--- src/rtl/pipeline_ctrl_pkg.sv ---
// ============================================================================
// Module : pipeline_ctrl_pkg
// Brief  : Shared types and defaults for the pipeline control unit.
// Rev    : 1.0
// ============================================================================
`default_nettype none

package pipeline_ctrl_pkg;

  localparam int DEFAULT_CNT_W = 32;

  typedef enum logic [1:0] {
    RUN    = 2'd0,
    HALTED = 2'd1,
    STEP   = 2'd2
  } ctrl_state_e;

endpackage

`default_nettype wire

--- src/rtl/pipeline_control_unit_perf_counter.sv ---
// ============================================================================
// Module : perf_counter
// Brief  : Enable-gated counter that sticks at all-ones instead of wrapping.
// Rev    : 1.0
// ============================================================================
`default_nettype none

module perf_counter #(
  parameter int WIDTH = 32
) (
  input  logic             clk,
  input  logic             rst_n,
  input  logic             en,
  output logic [WIDTH-1:0] count
);

  logic [WIDTH-1:0] r_count;

  always_ff @(posedge clk or negedge rst_n) begin
    if (!rst_n) begin
      r_count <= '0;
    end else if (en && (r_count != {WIDTH{1'b1}})) begin
      r_count <= r_count + WIDTH'(1);
    end
  end

  assign count = r_count;

endmodule

`default_nettype wire

--- src/rtl/pipeline_control_unit.sv ---
// ============================================================================
// Module : pipeline_control_unit
// Brief  : Hazard stall/flush control plus debug halt/step FSM.
//          Optional counters enabled by macro PIPE_PERF_COUNTERS_EN.
// Rev    : 1.0
// ============================================================================
`default_nettype none

module pipeline_control_unit
  import pipeline_ctrl_pkg::*;
#(
  parameter int CNT_W = DEFAULT_CNT_W
) (
  input  logic             clk,
  input  logic             rst_n,
  input  logic             load_use_hazard_i,
  input  logic             branch_taken_i,
  input  logic             mem_busy_i,
  input  logic             halt_req_i,
  input  logic             step_req_i,
  input  logic             resume_req_i,
  input  logic             flush_req_i,
  output logic             pc_write_en_o,
  output logic             if_id_write_en_o,
  output logic             if_id_flush_o,
  output logic             id_ex_flush_o,
  output logic             global_stall_o,
  output logic             global_flush_o,
  output logic             halted_o,
  output logic [CNT_W-1:0] stall_cycles_o,
  output logic [CNT_W-1:0] flush_count_o
);

  ctrl_state_e r_state;
  logic        r_halt_pending;
  logic        r_halted;
  logic        r_gflush;
  logic        w_stall;

  assign w_stall = (r_state == HALTED) || mem_busy_i;

  // A stalled pipeline must not drop instructions, so local flushes wait.
  always_comb begin
    pc_write_en_o    = 1'b1;
    if_id_write_en_o = 1'b1;
    if_id_flush_o    = 1'b0;
    id_ex_flush_o    = 1'b0;
    if (w_stall) begin
      pc_write_en_o    = 1'b0;
      if_id_write_en_o = 1'b0;
    end else if (branch_taken_i) begin
      if_id_flush_o = 1'b1;
      id_ex_flush_o = 1'b1;
    end else if (load_use_hazard_i) begin
      pc_write_en_o    = 1'b0;
      if_id_write_en_o = 1'b0;
      id_ex_flush_o    = 1'b1;
    end
  end

  always_ff @(posedge clk or negedge rst_n) begin
    if (!rst_n) begin
      r_state        <= RUN;
      r_halt_pending <= 1'b0;
      r_halted       <= 1'b0;
      r_gflush       <= 1'b0;
    end else begin
      r_gflush <= 1'b0;
      case (r_state)
        RUN: begin
          if (halt_req_i || r_halt_pending) begin
            if (!mem_busy_i) begin
              r_state        <= HALTED;
              r_halted       <= 1'b1;
              r_halt_pending <= 1'b0;
            end else begin
              r_halt_pending <= 1'b1;
            end
          end
        end
        HALTED: begin
          r_gflush <= flush_req_i;
          if (resume_req_i) begin
            r_state  <= RUN;
            r_halted <= 1'b0;
          end else if (step_req_i) begin
            r_state  <= STEP;
            r_halted <= 1'b0;
          end
        end
        STEP: begin
          if (!mem_busy_i) begin
            r_state  <= HALTED;
            r_halted <= 1'b1;
          end
        end
        default: begin
          r_state  <= RUN;
          r_halted <= 1'b0;
        end
      endcase
    end
  end

  assign global_stall_o = w_stall;
  assign global_flush_o = r_gflush;
  assign halted_o       = r_halted;

`ifdef PIPE_PERF_COUNTERS_EN
  logic w_stall_inc;
  logic w_flush_inc;

  // A load-use bubble costs a cycle just like a freeze does.
  assign w_stall_inc = w_stall || (!branch_taken_i && load_use_hazard_i);
  assign w_flush_inc = if_id_flush_o || id_ex_flush_o || r_gflush;

  perf_counter #(.WIDTH(CNT_W)) u_stall_cnt (
    .clk   (clk),
    .rst_n (rst_n),
    .en    (w_stall_inc),
    .count (stall_cycles_o)
  );

  perf_counter #(.WIDTH(CNT_W)) u_flush_cnt (
    .clk   (clk),
    .rst_n (rst_n),
    .en    (w_flush_inc),
    .count (flush_count_o)
  );
`else
  assign stall_cycles_o = '0;
  assign flush_count_o  = '0;
`endif

endmodule

`default_nettype wire

--- config.mk ---
export PLATFORM = sky130hd
export DESIGN_NAME = pipeline_control_unit
export DESIGN_NICKNAME = d
export VERILOG_FILES = /design/src/rtl/pipeline_ctrl_pkg.sv /design/src/rtl/pipeline_control_unit_perf_counter.sv /design/src/rtl/pipeline_control_unit.sv
export SDC_FILE = /design/constraint.sdc
export NUM_CORES = 1
export LEC_CHECK = 0
export CAP_MARGIN = 20
export CELL_PAD_IN_SITES_DETAIL_PLACEMENT = 0
export CELL_PAD_IN_SITES_GLOBAL_PLACEMENT = 2
export CORE_AREA = 2 2 93 68
export CTS_BUF_LIST = sky130_fd_sc_hd__clkbuf_8
export DETAILED_ROUTE_END_ITERATION = 7
export DIE_AREA = 0 0 95 70
export PLACE_DENSITY = 0.79
export SETUP_SLACK_MARGIN = 0.2
export SYNTH_ARGS = -nofsm -noshare
export SYNTH_HDL_FRONTEND = slang
export SYNTH_HIERARCHICAL = 1
export SYNTH_SLANG_ARGS = --single-unit
export TNS_END_PERCENT = 5
--- constraint.sdc ---
create_clock -name clk -period 1.5 [get_ports clk]
set_input_delay 0.225 -clock clk [delete_from_list [all_inputs] [get_ports clk]]
set_output_delay 0.225 -clock clk [all_outputs]
set_load 0.01 [all_outputs]
== Yosys cells after proc, flatten, opt, wreduce, memory -nomap -nowiden ==
Index checks and enable logic that the tools add are counted.

* Reductions and logical operators: 5
* Muxes and demuxes: 20
* Equal/unequal tests: 4

{| class="wikitable"
|+ Operators with widths
! operator !! number
|-
| 1-bit two-way mux || 14
|-
| 2-bit two-way mux || 4
|-
| 2-bit case mux with 3 select lines || 1
|-
| 2-bit AND reduction || 2
|-
| 3-bit != test (second input constant) || 1
|-
| 1-bit case mux with 3 select lines || 1
|-
| 2-bit by 1-bit == test with 1-bit output (second input constant) || 1
|-
| 2-bit == test (second input constant) || 1
|-
| 2-bit logical NOT || 1
|-
| 1-bit logical OR || 2
|-
| 2-bit != test (second input constant) || 1
|}

* Bits of input ports: 9
* Bits in registers: 5
* Output and inout bits: 71
* Word-level logic and storage cells: 33

== Depth between registers and ports, before layout ==
* Word-level depth: 3
* Gate-level depth with buffers: 4
* Depth with buffers taken out: 3

== Least setup slack after synthesis ==
No wires, ideal clock.

* Path type: register -> output
* From: register r_state[0]
* To: output port pc_write_en_o
* Arrival time: 1.162 ns
* Path buffers: 2
* Setup slack: 0.113 ns
* Cell stages (with the launch flop): 5
* Data required time: 1.275 ns
* Cell sequence: dfrtp_1 -> clkbuf_1 -> a21o_1 -> a21oi_1 -> buf_4

* Cells in the longest elaborated chain, start to end: 3

{| class="wikitable"
|+ RTL lines
! item !! RTL line !! source
|-
| start, declared || pipeline_control_unit.sv:34 || <nowiki>ctrl_state_e r_state;</nowiki>
|-
| start signal, assigned || pipeline_control_unit.sv:63 || <nowiki>r_state <= RUN;</nowiki>
|-
| start signal, assigned || pipeline_control_unit.sv:73 || <nowiki>r_state <= HALTED;</nowiki>
|-
| start signal, assigned || pipeline_control_unit.sv:84 || <nowiki>r_state <= RUN;</nowiki>
|-
| 2-bit by 1-bit == test with 1-bit output || pipeline_control_unit.sv:40 || <nowiki>assign w_stall = (r_state == HALTED) || mem_busy_i;</nowiki>
|-
| 1-bit logical OR || pipeline_control_unit.sv:40 ||
|-
| via global_stall_o || pipeline_control_unit.sv:27 || <nowiki>output logic global_stall_o,</nowiki>
|-
| 1-bit two-way mux || - ||
|-
| end, declared || pipeline_control_unit.sv:23 || <nowiki>output logic pc_write_en_o,</nowiki>
|}

The timed path passes the listed nets, and every way through them passes these cells.

== Worst setup path in the final report ==
* From: input port mem_busy_i
* To: output port global_stall_o

* Cells in the longest elaborated chain, start to end: 1

{| class="wikitable"
|+ RTL lines
! item !! RTL line !! source
|-
| start, declared || pipeline_control_unit.sv:18 || <nowiki>input logic mem_busy_i,</nowiki>
|-
| 1-bit logical OR || pipeline_control_unit.sv:40 ||
|-
| end, declared || pipeline_control_unit.sv:27 ||
|}

No other way between the ends.

==> results.sh <==
export IMPL_post_cts_buffers=0
export IMPL_outcome="completed"
export IMPL_initial_utilization=0.125
export IMPL_path_max_fanout=4
export IMPL_drt_wirelength_per_cell_um=5.01
export IMPL_antenna_found_initial=0
export IMPL_ir_worst_vdd_uv=255
export IMPL_drive_gt1_frac=0.0965
export IMPL_r2r_start="r_state[1]"
export IMPL_insertion_delay_ns=0.22
export IMPL_tns_ns=0
export IMPL_drt_iter0_markers=3
export IMPL_grt_max_degree=7
export IMPL_regArea_sq_um=125
export IMPL_synth_top_area_frac=0.662
export IMPL_tritoncts="done"
export IMPL_r2r_end="halted_o"
export IMPL_final_area_sq_um=783
export IMPL_hold_violations=0
export IMPL_cts_htree_levels=1
export IMPL_synth_top_cells_by_area="buf_4 66%, dfrtp_1 17%, nor2_1 3.1%"
export IMPL_synth_top_cell_by_area="buf_4"
export IMPL_nNetsFinal=124
export IMPL_diodes=0
export IMPL_synthArstFlopShare=1.00
export IMPL_yosysMostFrequentCell="buf_4"
export IMPL_fin_worst_skew_ns=0.00311
export IMPL_syn_area_sq_um=737
export IMPL_cts_made_buffers=3
export IMPL_die_h_um=70
export IMPL_hp_class="input port to asynchronous set/reset pin"
export IMPL_synth_avg_cell_area_sq_um=7.76
export IMPL_yosys_warnings=6
export IMPL_reg2reg_depth=4
export IMPL_max_cap_violations=0
export IMPL_setup_viol=0
export IMPL_slowest_delay_ns=0.47
export IMPL_crit_type="input port to output pin"
export IMPL_grt_usage=0.0262
export IMPL_fin_crit_sh=0.900
export IMPL_cp_startpoint="mem_busy_i"
export IMPL_yosysSeqAreaShare=0.170
export IMPL_start_kind="input port"
export IMPL_dr_pass1_iters=2
export IMPL_clock_sink_count=5
export IMPL_first_global_vias=273
export IMPL_cp_cell_sequence="clkdlybuf4s50_1 > a21o_1 > clkdlybuf4s15_1"
export IMPL_cp_arrival_ns=1.12
export IMPL_fmax_ghz=0.741
export IMPL_power_density_nw_per_um2=1090
export IMPL_syn_inst=95
export IMPL_die_w_um=95
export IMPL_ys_ff_latch=5
export IMPL_cp_endpoint="global_stall_o"
export IMPL_synth_edf_count=0
export IMPL_hpwl_um=857
export IMPL_cellLeakagePower_nw=0.441
export IMPL_rows=24
export IMPL_synth_common_cells="65 x buf_4, 6 x nor2_1, 5 x dfrtp_1"
export IMPL_routed_via_density=2.16
export IMPL_routed_wirelength_um=961
export IMPL_design_core_area_sq_um=5920
export IMPL_cts_clk_slew_worst_paths_ns=0.04
export IMPL_cpMaxStageDelayCell="clkdlybuf4s50_1"
export IMPL_yosysUniqueCellTypes=16
export IMPL_fillers=681
export IMPL_slew_viol_final=0
export IMPL_fin_crit_ns=1.35
export IMPL_vias=415
export IMPL_rsz0062_at_grt="yes"
export IMPL_place_area_sq_um=756
export IMPL_grt_pass1_wl_um=1270
export IMPL_cp_data_required_time_ns=1.27
export IMPL_design_die_area_sq_um=6650
export IMPL_clock_path_buffers=2
export IMPL_place_congestion=0.690
export IMPL_dominantRegCellSynth="dfrtp_1"
export IMPL_endpoint_kind="output pin"
export IMPL_multiInputGateArea_sq_um=349
export IMPL_syn_to_final_growth_pct=6.28
export IMPL_drc=0
export IMPL_grt_ovfl_total=0
export IMPL_cts_root_buf="clkbuf_8"
export IMPL_reg2reg_slack_ns=0.30
export IMPL_final_antenna_net_count=0
export IMPL_portBuffers=15
export IMPL_io_pins=80
==> stage by stage <==
stage	util	hold slack (ns)	total power, mW	worst slack [ns]	std cells
after floorplan	-	-0.0706	0.592	0.210	158
after global placement	0.128	0.478	0.646	-0.247	188
after detailed placement	0.128	0.467	0.646	-0.248	188
after CTS	0.132	0.234	0.861	0.125	192
after global routing	0.132	0.255	0.920	0.105	192
final	0.132	0.233	0.852	0.151	192
==> critical path, delay by kind of cell <==
family / cells / cell delay, ns
buffers and inverters: 2 / 0.73
AOI/OAI and AO/OA: 1 / 0.16
==> worst min-delay path by stage <==
stage	from	end	slack, ns
finish	rst_n	r_halt_pending	0.23
global route	rst_n	r_halt_pending	0.25
CTS	rst_n	r_halt_pending	0.23
detailed placement	rst_n	r_halt_pending	0.47
global placement	rst_n	global_flush_o	0.48
floorplan	rst_n	global_flush_o	-0.07
==> state kept, by name (all words and copies together), names as in the netlist <==
| signal | cells |
|---|---|
| r_state | 2 |
| global_flush_o | 1 |
| halted_o | 1 |
| r_halt_pending | 1 |
==> repair_timing <==
item	4_1_cts	5_1_grt
hold endpoints to repair	0	0
setup endpoints to repair	7	7
pin swaps	1	0
hold buffers	0	0
resized for setup	17	2
==> cell families (layout without fill, tap and decap cells) <==
family	count (synthesis)	after routing	share of synthesized area
buf+inv	69	25	0.683
simple gates	13	13	0.0815
compound gates	7	7	0.0611
flops	5	5	0.170
other cells	1	64	0.00509
==> power breakdown <==
group | switching (mW) | internal, mW
clock network | 0.0620 | 0.175
logic | 0.220 | 0.169
registers | 0.0348 | 0.191
total | 0.317 | 0.535
==> cells in the final DEF, fill, tap and decap left out <==
| cell type | synthesis | routed |
|---|---|---|
| a21o_1 | 1 | 1 |
| a21oi_1 | 2 | 1 |
| a21oi_2 | 0 | 1 |
| and3_1 | 1 | 1 |
| buf_2 | 0 | 4 |
| buf_4 | 65 | 3 |
| clkbuf_8 | 0 | 3 |
| clkdlybuf4s15_1 | 0 | 1 |
| clkdlybuf4s50_1 | 0 | 9 |
| conb_1 | 1 | 64 |
| dfrtp_1 | 5 | 5 |
| dlymetal6s2s_1 | 0 | 1 |
| inv_1 | 3 | 4 |
| nand2_1 | 2 | 2 |
| nand3b_1 | 1 | 1 |
| nor2_1 | 6 | 6 |
| nor3_1 | 2 | 2 |
| o21a_1 | 2 | 2 |
| o21ai_1 | 1 | 1 |
| o31ai_1 | 1 | 1 |
| or3_1 | 1 | 1 |
==> metal layers <==
metal	wire length, um	track usage
met3	98	0.0194
met5	0	0
met2	497	0.0339
met4	0	0.0145
met1	364	0.0308
==> layout make-up <==
cell class,count,share of cell area
multi-input combinational,84,0.446
timing repair buffer,18,0.198
sequential,5,0.160
clock inverter,1,0.00479
clock buffer,3,0.0527
tap,78,0.125
inverter,3,0.0144
Note: power is estimated with default switching activity, not from simulation.
